File: src/rtl/fetch_pkg.sv
// fetch_pkg: shared types and constants for the instruction fetch stage.
package fetch_pkg;
    typedef struct packed {
        logic [31:0] pc;
        logic [31:0] instr;
    } fetch_entry_t;
    localparam logic [31:0] DEFAULT_RESET_PC = 32'h0000_0000;
    localparam logic [31:0] NOP_INSTR        = 32'h0000_0013;
endpackage

File: src/rtl/fetch_fifo.sv
// fetch_fifo: synchronous FIFO with flush; flush overrides any same-cycle push or pop.
module fetch_fifo #(
    parameter int  W     = 32,
    parameter int  DEPTH = 2,
    localparam int CW    = $clog2(DEPTH + 1)
) (
    input  logic          clk,
    input  logic          reset_n,
    input  logic          flush,
    input  logic          push,
    input  logic [W-1:0]  wdata,
    input  logic          pop,
    output logic [W-1:0]  rdata,
    output logic [CW-1:0] count
);
    localparam int            AW   = DEPTH > 1 ? $clog2(DEPTH) : 1;
    localparam logic [AW-1:0] LAST = AW'(DEPTH - 1);
    localparam logic [CW-1:0] FULL = CW'(DEPTH);
    logic [W-1:0]  mem_q [DEPTH];
    logic [W-1:0]  mem_d [DEPTH];
    logic [AW-1:0] rd_q, rd_d, wr_q, wr_d;
    logic [CW-1:0] cnt_q, cnt_d;
    logic          do_push, do_pop;
    always_comb begin
        do_pop  = pop & (cnt_q != '0);
        do_push = push & ((cnt_q != FULL) | do_pop);
        mem_d   = mem_q;
        if (do_push) mem_d[wr_q] = wdata;
        rd_d  = flush ? '0 : do_pop ? (rd_q == LAST ? '0 : rd_q + AW'(1)) : rd_q;
        wr_d  = flush ? '0 : do_push ? (wr_q == LAST ? '0 : wr_q + AW'(1)) : wr_q;
        cnt_d = flush ? '0 : cnt_q + CW'(do_push) - CW'(do_pop);
    end
    always_ff @(posedge clk or negedge reset_n) begin
        if (!reset_n) begin
            mem_q <= '{default: '0};
            rd_q  <= '0;
            wr_q  <= '0;
            cnt_q <= '0;
        end else begin
            mem_q <= mem_d;
            rd_q  <= rd_d;
            wr_q  <= wr_d;
            cnt_q <= cnt_d;
        end
    end
    assign rdata = mem_q[rd_q];
    assign count = cnt_q;
endmodule

File: src/rtl/instr_fetch_unit.sv
// instr_fetch_unit: RV32I fetch stage - PC, credit-limited imem requests, response buffer to decode.
// Define FETCH_MISALIGN_CHECK_EN to trap misaligned redirects on fetch_fault.
module instr_fetch_unit
    import fetch_pkg::*;
#(
    parameter logic [31:0] RESET_PC = DEFAULT_RESET_PC,
    parameter int          DEPTH    = 2
) (
    input  logic        clk,
    input  logic        reset_n,
    output logic        imem_req_valid,
    input  logic        imem_req_ready,
    output logic [31:0] imem_addr,
    input  logic        imem_rsp_valid,
    input  logic [31:0] imem_rsp_data,
    output logic        instr_valid,
    input  logic        instr_ready,
    output logic [31:0] instrCode,
    output logic [31:0] instr_pc,
    input  logic        redirect_valid,
    input  logic [31:0] redirect_pc
`ifdef FETCH_MISALIGN_CHECK_EN
    ,
    output logic        fetch_fault
`endif
);
    localparam int          CW      = $clog2(DEPTH + 1);
    localparam logic [CW:0] CREDITS = (CW + 1)'(DEPTH);
    logic [31:0]   pc_q, pc_d, tag, redirect_tgt;
    logic [CW-1:0] kill_cnt_q, kill_cnt_d, out_cnt, fifo_count;
    logic          fault, req_fire, rsp_ok, keep;
    fetch_entry_t  head;
    assign redirect_tgt = redirect_pc & ~32'h3;
`ifdef FETCH_MISALIGN_CHECK_EN
    logic fault_q, fault_d;
    assign fault_d     = fault_q | (redirect_valid & (redirect_pc[1:0] != 2'b00));
    assign fault       = fault_q;
    assign fetch_fault = fault_q;
    always_ff @(posedge clk or negedge reset_n) begin
        if (!reset_n) fault_q <= 1'b0;
        else          fault_q <= fault_d;
    end
`else
    assign fault = 1'b0;
`endif
    // Outstanding requests plus buffered words never exceed DEPTH, so a response always finds a slot.
    always_comb begin
        imem_req_valid = reset_n & ~redirect_valid & ~fault & (({1'b0, out_cnt} + {1'b0, fifo_count}) < CREDITS);
        req_fire       = imem_req_valid & imem_req_ready;
        rsp_ok         = imem_rsp_valid & (out_cnt != '0);
        keep           = rsp_ok & (kill_cnt_q == '0);
        pc_d           = redirect_valid ? redirect_tgt : req_fire ? pc_q + 32'd4 : pc_q;
        kill_cnt_d     = redirect_valid ? out_cnt - CW'(rsp_ok) : kill_cnt_q - CW'(rsp_ok & ~keep);
    end
    always_ff @(posedge clk or negedge reset_n) begin
        if (!reset_n) begin
            pc_q       <= RESET_PC;
            kill_cnt_q <= '0;
        end else begin
            pc_q       <= pc_d;
            kill_cnt_q <= kill_cnt_d;
        end
    end
    // Tags are never flushed: killed responses still have to pop their tag.
    fetch_fifo #(.W(32), .DEPTH(DEPTH)) u_tag_q (
        .clk    (clk),
        .reset_n(reset_n),
        .flush  (1'b0),
        .push   (req_fire),
        .wdata  (pc_q),
        .pop    (rsp_ok),
        .rdata  (tag),
        .count  (out_cnt)
    );
    fetch_fifo #(.W($bits(fetch_entry_t)), .DEPTH(DEPTH)) u_buf (
        .clk    (clk),
        .reset_n(reset_n),
        .flush  (redirect_valid),
        .push   (keep),
        .wdata  ({tag, imem_rsp_data}),
        .pop    (instr_ready),
        .rdata  (head),
        .count  (fifo_count)
    );
    assign imem_addr   = pc_q;
    assign instr_valid = fifo_count != '0;
    assign instr_pc    = head.pc;
    assign instrCode   = head.instr;
endmodule

File: config.mk
export PLATFORM = sky130hd
export DESIGN_NAME = instr_fetch_unit
export DESIGN_NICKNAME = d
export VERILOG_FILES = /design/src/rtl/fetch_pkg.sv /design/src/rtl/fetch_fifo.sv /design/src/rtl/instr_fetch_unit.sv
export SDC_FILE = /design/constraint.sdc
export NUM_CORES = 1
export LEC_CHECK = 0
export BUFFER_PORTS_ARGS = -buffer_cell sky130_fd_sc_hd__buf_2
export CORE_MARGIN = 8
export CORE_UTILIZATION = 40
export DETAILED_ROUTE_END_ITERATION = 8
export PLACE_DENSITY = 0.65
export SYNTH_ARGS = -nofsm -noshare
export SYNTH_HDL_FRONTEND = slang
export SYNTH_SLANG_ARGS = --single-unit
File: constraint.sdc
create_clock -name clk -period 3.1 [get_ports clk]
set_input_delay 0.31 -clock clk [delete_from_list [all_inputs] [get_ports clk]]
set_output_delay 0.31 -clock clk [all_outputs]
set_load 0.01 [all_outputs]
==> flow_results.org <==
** Logic synthesis
- Summing every instance area after synthesis gives around 10000 um2.
- Number of enable-type register cells in the synthesized netlist :: 0
- FFs w/ async S/R, synth :: 1.00
- Multiplexer share of the synthesized area :: 0.238
- In this run the mean area of a mapped cell was roughly 12 um2.
- Number of warnings issued by yosys :: 0
- Compound-cell area share of the yosys netlist :: 0.0626
- Fraction of synthesized cell area in xor and xnor cells :: 0.0155
- Synthesis produced between 800 and 900 cells.
- Synthesis instantiated 45 different standard cells from the library.
- Top FF cell, synth :: dfrtp_1
- After synthesis, the largest family of logic cells by area is multiplexers.
- Of the total synthesized cell area, the portion taken by AND, OR, NAND and NOR gates is 0.0916.
- The share of the Yosys chip area taken by registers is 0.552.
- Flip-flop and latch count after synthesis :: 224
- Adder-Cell Fraction of Synth Area :: 0.00937

** Critical path
- Broken down by cell family, the worst path's largest delay share belongs to simple AND/OR/NAND/NOR gates.
- Critical Path Slowest Stage Cell :: or4_1
- Destination of the critical timing path :: imem_addr[23]
- Source of the worst register-to-register timing path :: u_tag_q.count[0]
- In this run the worst setup path begins at u_tag_q.count[0].
- The worst setup path is of the flop to flop kind.
- Arrival time of data at the critical path endpoint :: 3.21 ns
- Across all register-to-register paths, the minimum setup slack is around 0.33 ns.
- Stages on worst setup path :: 7
- Critical path data required time :: 3.54 ns
- Crit-path max cell delay :: ~0.55 ns
- Capturing point of the worst reg2reg path :: imem_addr[23]
- Traced cell by cell, the critical path runs through inv_1 > nor2_1 > fa_1 > and4bb_2 > nand4_1 > or4_1 > a31oi_1.
- Launching element type of the critical path :: flop
- The number of cells on the worst reg-to-reg path is 7.
- The worst setup path is captured at a flop.
- Critical-path maximum fanout :: 11
- The number of buffers and inverters on the critical path is 1.

** Timing
- Max-slew violation count :: 0
- Dividing the final minimum period by the clock period gives 0.892.
- Measured against its own limit, the worst slew margin works out to 0.310.
- Final worst clock skew :: 0.0149 ns
- Min Hold Slack :: 0.0244 ns
- Setup TNS :: 0 ns
- Setup violations remaining at the end of the flow were counted as 0.
- At the pin with the least slew margin, the transition time is 1.04 ns.
- The final number of hold-violating endpoints was 0.
- Final critical-path required period :: 2.77 ns
- Timing-limited maximum frequency :: between 0.3 and 0.4 GHz
- Setup repair after global routing left no endpoint under its margin.

** Drt
- Using the TritonRoute via totals, the vias-per-cell ratio works out to 5.21.
- Per-cell routed wire length :: 18.1 um
- Antenna violation net count after detailed routing :: 0
- Wires add up to 24200 um.
- In the routed design, unresolved DRC markers number 0.
- The first detailed-routing pass ran for 5 iterations.
- For this block, the initial DRC count from the detailed router was between 300 and 400.
- Via count of the routed design :: a little under 7000

** Floorplan
- Area of the placeable core :: 25000 um2
- The initial utilization of the core area, before any placement, comes to 0.405.
- Chip Width :: roughly 180 um
- Std cell rows :: 58
- The die is 175 um tall.
- Top-Level Pins :: 168
- The floorplan step defined a die boundary enclosing 30700 um2.

** Clock network
- TritonCTS built the clock tree.
- TritonCTS created 25 clock buffers.
- After clock tree synthesis, the repair step resized 0 gates.
- CTS placed an instance of clkbuf_16 at the clock tree root.
- The later pin in the worst-skew pair is clocked with a latency of 0.52 ns.
- Clock Tree Buf Depth :: 3
- Counting every sink on the clock net gives 224.
- Clock-pin slew was measured on the worst setup and hold paths at 0.06 ns.
- CTS built an H-tree with a depth of 1.

** Global routing
- Entering global routing, the biggest net connects between 100 and 150 pins.
- Overall global routing resource usage :: 0.156
- Via count of the first global-routing pass :: 7160
- The first global-routing pass estimated 39200 um of wire.
- Antenna violations before repair :: 1
- For this run the aggregate overflow at the end of global routing stands at 0.

** Power
- Of the total power, registers draw 0.407.
- P_int :: 8320 uW
- Leakage power :: between 0.005 and 0.006 uW
- Switching Share :: 0.316
- Power per standard cell area :: approximately 1000 nW/um2
- Of the total power, combinational logic draws 0.337.
- Max IR drop VDD :: 0.604 mV
- Final Total Pwr :: 12200 uW
- The share of total power dissipated in the clock network is 0.256.
- Switch Pwr :: 3850 uW

** Min path
- Worst hold path class :: input port to flop

** Finish
- Commonest cells after routing, fill and taps aside :: dfrtp_1 (222), mux2_2 (186), buf_2 (160), nor2_1 (56)
- Antenna diode count :: 0
- Footprint of the multi-input gates :: about 4300 um2
- The library cell used most frequently in the layout, excluding fill and tap cells, is dfrtp_1.
- In the final layout, the share of cells above drive strength 1 is 0.408.
- Summing all flip-flop and latch instances after layout gives 5610 um2.
- Final Instance Area :: 12200 um2
- Relative to the synthesized area, the layout overhead comes to 20.3%.
- The filler cells instantiated in the layout total 2284.
- The net count of the finished layout is 1064.

** Job
- Maximum Capacitance Violations :: 0

** Place
- Area after detailed placement :: 11300 um2
- In this run the tool buffered the top-level ports with 161 buffer cells.
- Placer congestion estimate :: 0.811
- Once detailed placement completed, the half-perimeter wirelength came to 16500 um.

** Run status
- The run finished with clean final reports.
worst min-delay path, stage by stage:
cell,delay [ns]
buf_2,0.07
nand2_1,0.04
o21ai_0,0.07
area by class of cell:
class	instances	share of cell area
Multi-Input combinational cell	544	0.349
Clock inverter	7	0.0114
Sequential cell	224	0.459
Tap cell	330	0.0338
Clock buffer	37	0.0598
Inverter	10	0.00307
Timing Repair Buffer	182	0.0838
Yosys cell counts, types with 7 or more instances:
master	n	area [um2]
dfrtp_1	224	5610
mux2_2	186	2090
nor2_1	56	210
nand2_1	51	191
o21ai_0	51	255
mux2i_1	32	320
a21oi_1	30	150
buf_2	27	135
clkbuf_1	19	71.3
a31oi_1	17	106
nand3_1	13	65.1
nand4_1	13	81.3
or4_1	13	97.6
xnor2_1	11	96.3
inv_1	10	37.5
or3_1	8	50.1
buf_1	7	26.3
o31ai_1	7	52.6
xor2_1	7	61.3
stage by stage:
| step | cells | utilization | worst slack [ns] |
|---|---|---|---|
| after floorplan | 837 | - | 0.719 |
| after global placement | 1285 | 0.451 | 0.413 |
| after detailed placement | 1285 | 0.451 | 0.366 |
| after CTS | 1334 | 0.488 | 0.340 |
| after global routing | 1334 | 0.488 | 0.108 |
| final | 1334 | 0.488 | 0.335 |
flip-flops by register name, summed over array words and instances, names as in the netlist, 2 cells and up:
signal	count
u_tag_q.count	2
u_buf.mem_q	124
kill_cnt_q	2
imem_addr	30
u_tag_q.mem_q	60
u_buf.count	2
power groups by stage:
stage          sequential [uW]  combinational, uW  clock, uW
2_1_floorplan             4670               3050          0
3_3_place_gp              4950               4100          0
3_5_place_dp              5010               4190          0
4_1_cts                   4970               4210       3190
5_1_grt                   5130               4560       3310
6_report                  4960               4100       3110
worst min path at each step:
stage	start	to	slack, ns	cells after the start
5_1_grt	redirect_pc[11]	imem_addr[11]	0.02	3
3_5_place_dp	reset_n	u_buf.mem_q[44]	0.21	1
3_3_place_gp	reset_n	u_buf.mem_q[44]	0.21	1
2_1_floorplan	reset_n	imem_addr[10]	0.01	0
4_1_cts	redirect_pc[2]	imem_addr[2]	0.0009	3
6_report	redirect_pc[2]	imem_addr[2]	0.02	3
metal layers:
metal / GRT usage / wire length, um
met2: 0.251 / 11000
met5: 0 / 0
met3: 0.0359 / 1520
met4: 0.0276 / 408
met1: 0.214 / 11200
cell families (layout without fill, tap and decap cells):
kind of cell             after synthesis  count (layout)
AO/OA/AOI/OAI                        113             113
XOR/XNOR                              18              18
adder cells (fa/ha/maj)                7               7
buffers and inverters                 69             236
flip-flops                           224             224
multiplexers                         218             218
other                                  1               4
AND/OR/NAND/NOR                      184             184
what timing repair did:
action / in CTS / in global routing
setup buffers: 0 / 0
hold endpoints to repair: 39 / 0
hold buffers: 5 / 0
Power figures use the tool's default switching activity.
